## src/rtl/cmp1_sat_counter.sv

```systemverilog
// Saturating up-counter with synchronous clear (clear wins over increment).
module cmp1_sat_counter #(
    parameter int CNT_W = 8
) (
    input  logic             clk,
    input  logic             rst,
    input  logic             clr,
    input  logic             inc,
    output logic [CNT_W-1:0] cnt
);

    logic [CNT_W-1:0] cnt_d;
    logic [CNT_W-1:0] cnt_q;

    // NOTE: every variable gets a default at the top of always_comb so no path leaves it unassigned (no latch).
    always_comb begin
        cnt_d = cnt_q;
        if (clr) begin
            cnt_d = '0;
        end else if (inc && (cnt_q != '1)) begin
            cnt_d = cnt_q + CNT_W'(1);
        end
    end

    // NOTE: sequential state uses non-blocking assignments so all flops update together at the edge.
    always_ff @(posedge clk or posedge rst) begin
        if (rst) begin
            cnt_q <= '0;
        end else begin
            cnt_q <= cnt_d;
        end
    end

    assign cnt = cnt_q;

endmodule

```

## config.mk

```make
export PLATFORM = sky130hd
export DESIGN_NAME = cmp1_sat_counter
export DESIGN_NICKNAME = d
export VERILOG_FILES = /design/src/rtl/cmp1_sat_counter.sv
export SDC_FILE = /design/constraint.sdc
export NUM_CORES = 1
export LEC_CHECK = 0
export CAP_MARGIN = 30
export CORE_AREA = 2 2 39 41
export DETAILED_ROUTE_END_ITERATION = 7
export DIE_AREA = 0 0 41 43
export PLACE_DENSITY_LB_ADDON = 0.3
export SETUP_SLACK_MARGIN = 0.1
export SYNTH_ARGS = -nofsm -noshare
export SYNTH_HDL_FRONTEND = slang
export SYNTH_SLANG_ARGS = --single-unit
export TNS_END_PERCENT = 50
```

## constraint.sdc

```tcl
create_clock -name clk -period 1.51 [get_ports clk]
set_clock_uncertainty 0.05 [all_clocks]
set_input_delay 0.3775 -clock clk [delete_from_list [all_inputs] [get_ports clk]]
set_output_delay 0.3775 -clock clk [all_outputs]
set_load 0.01 [all_outputs]
```

==> results of run 1 <==
[path summary, 6_finish.rpt]
kind	slack [ps]	end
min	300	cnt[5]
max	-20	cnt[5]
max in group asynchronous	850	cnt[0]
min in group clk	600	cnt[6]
max reg2reg	-20	cnt[5]
min reg2reg	600	cnt[6]
[placed cells by master, fill, tap and decap left out, types with 2 or more instances in the layout]
| cell | Yosys | final |
|---|---|---|
| clkbuf_4 | 0 | 3 |
| mux2_4 | 4 | 4 |
| a21oi_2 | 2 | 2 |
| clkdlybuf4s50_1 | 0 | 2 |
| inv_1 | 2 | 2 |
| buf_6 | 1 | 2 |
| dlygate4sd2_1 | 0 | 4 |
| nor2b_1 | 4 | 4 |
| nand2_1 | 4 | 4 |
| clkdlybuf4s15_1 | 0 | 3 |
| nor2_1 | 4 | 4 |
| buf_4 | 0 | 11 |
| dfrtp_1 | 8 | 7 |
| a21oi_1 | 2 | 2 |
| nand4_1 | 2 | 2 |
[final cells by class]
type	instances	share of cell area
well taps	16	0.0265
clock buffers	3	0.0298
repair buffers	24	0.265
multi-input cells	37	0.402
inverters	2	0.00993
flip-flops and latches	8	0.267
[logic make-up after synthesis]
kind of cell	share of synthesized area
compound gates	0.156
mux	0.139
flops	0.397
buf+inv	0.0447
simple gates	0.238
fa+ha+maj	0.0248
[what timing repair did]
| item | in CTS | in global routing |
|---|---|---|
| endpoints found under the setup margin | 14 | 12 |
| pin swaps | 3 | 1 |
| buffers inserted | 1 | 0 |
| resized for setup | 16 | 6 |
[cell usage after synthesis (all sizes together) (2+ instances only)]
cell   count  share of area
a21oi      4          0.055
dfrtp      8           0.40
inv        2          0.015
mux2       4           0.12
nand2      4          0.030
nand3      2          0.020
nand4      2          0.025
nor2       4          0.030
nor2b      4          0.050
[routing by layer]
layer,global-route usage,up-vias
met1,0.199,226
met2,0.231,12
met4,0.100,0
li1,-,230
met3,0.0628,4
met5,0,-
[power groups by stage]
stage	clock [mW]	combinational, mW	sequential (mW)
after floorplan	0	0.0257	0.231
after global placement	0	0.0680	0.228
after detailed placement	0	0.0691	0.228
after CTS	0.176	0.0732	0.225
after global routing	0.189	0.0806	0.227
final	0.179	0.0733	0.226
[critical path, cell delays in order (launching register included)]
cell      delay (ps)
dfrtp_1          430
and4_1           340
a211oi_2         280
mux2_4           310
==> impl_metrics.csv, run 1 <==
group,metric,value,unit
setup_path,critPathMaxFanout,7,
yosys,synth_ff_type,"dfrtp_1",
sta,tightest_slew,340,ps
worst_hold_path,hp-class,"primary input to async pin",
placement,io_buffers,11,
run_status,status,"finished, violations left",
yosys,netlist_area,504,µm²
grt,grt_remaining_overflow,0,
cells_and_area,post-route-util,0.546,
sta,layout_min_cycle_time,1530,ps
placement,placed_cells,86,
clock_network,clk_latency,270,ps
yosys,ys_types,25,
setup_path,critical_path_class,"register to register",
route,antenna_left,0,
cells_and_area,fill_cells,130,
sta,hold_viol,0,
clock_network,root_buffer,"clkbuf_4",
clock_network,cts.path.max_buffers,2,
grt,grt.total_usage,0.163,
clock_network,clkTransAtPathRegs,60,ps
cells_and_area,layout.nets,81,
sta,rsz0062_at_grt,"yes",
yosys,synth-seq-cells,8,
placement,place_ws,-291,ps
route,wl_met1,504,µm
die,core_region_area,1380,µm²
placement,gp_congestion,0.764,
setup_path,crit_path_start_kind,"register",
route,viasPerCell,5.24,
route,vias,472,
sta,fin_crit_sh,1.02,
grt,grt_max_degree,11,
clock_network,cts_hold_buf,0,
route,wl_per_cell,12.9,µm
grt,antenna_found_initial,0,
route,drt_first_pass_iters,4,
setup_path,worstReg2RegStart,"cnt[5]",
run_status,violations,"setup timing",
yosys,synth-warning-count,0,
yosys,synth_edf_count,0,
die,die_height,43,µm
setup_path,startpoint,"cnt[5]",
route,wl_met2,567,µm
die,die_w,41,µm
sta,finalSetupViolations,2,
cells_and_area,multi_input_area,304,µm²
placement,placed_cell_area,717,µm²
cells_and_area,stdcell_count,90,
yosys,async_reset_ff_frac,1.00,
yosys,synth_nets,54,
power,power_density,632,nW/µm²
power,pwr-share-seq,0.473,
power,switching_share,0.260,
die,num_rows,14,
cells_and_area,areaGrowthSynthToFinish,49.9,%
clock_network,cts_tree,"built",
cells_and_area,largest_register_ffs,8,
route,wl,1.16,mm
cells_and_area,drive_above_1_share,0.405,
power,p_sw,0.124,mW
clock_network,cts_buffers,3,
setup_path,cp-end-kind,"register",
sta,slew_headroom,0.773,
cells_and_area,regArea,201,µm²
yosys,syn_inst,49,
grt,grt_pass1_vias,435,
power,p_comb_frac,0.154,
cells_and_area,n_antenna_cell,0,
power,internal_power,0.354,mW
die,ios,12,
setup_path,cp.arrival,1640,ps
power,p_leak,0.370,nW
setup_path,reg2reg_depth,3,
clock_network,htreeDepth,1,
die,die_area,1760,µm²
sta,tns,-32.2,ps
route,drcViolationCount,0,
sta,fmax,652,MHz
cells_and_area,final_area,756,µm²
sta,layout_setup_ws,-24.7,ps
power,clkPwrFrac,0.374,
sta,holdWs,303,ps
clock_network,clock_sinks,8,
power,ir_drop,0.365,mV
grt,grt_pass1_wl,1.87,mm
job,cap_violations,0,
yosys,syn-mean-instance-area,10.3,µm²
route,drt-initial-drc-count,5,
route,dr_wl_met3,55,µm
placement,post-dp-hpwl,853,µm
sta,final_max_slew_viol_count,0,
yosys,seq_area_frac_synth,0.397,
power,power,0.478,mW
route,routed.top_layer,"met4",
die,initial_core_util,0.364,
setup_path,cp.required,1620,ps
Note: power is estimated with default switching activity, not from simulation.
==> run 2, diff against run 1 <==
--- a/config.mk
+++ b/config.mk
@@ -11,6 +11,7 @@
 export DIE_AREA = 0 0 41 43
 export PLACE_DENSITY_LB_ADDON = 0.3
 export SETUP_SLACK_MARGIN = 0.1
+export SLEW_MARGIN = 20
 export SYNTH_ARGS = -nofsm -noshare
 export SYNTH_HDL_FRONTEND = slang
 export SYNTH_SLANG_ARGS = --single-unit
==> results of run 2 <==
Final layout, timing and power as in run 1 (identical DEF).
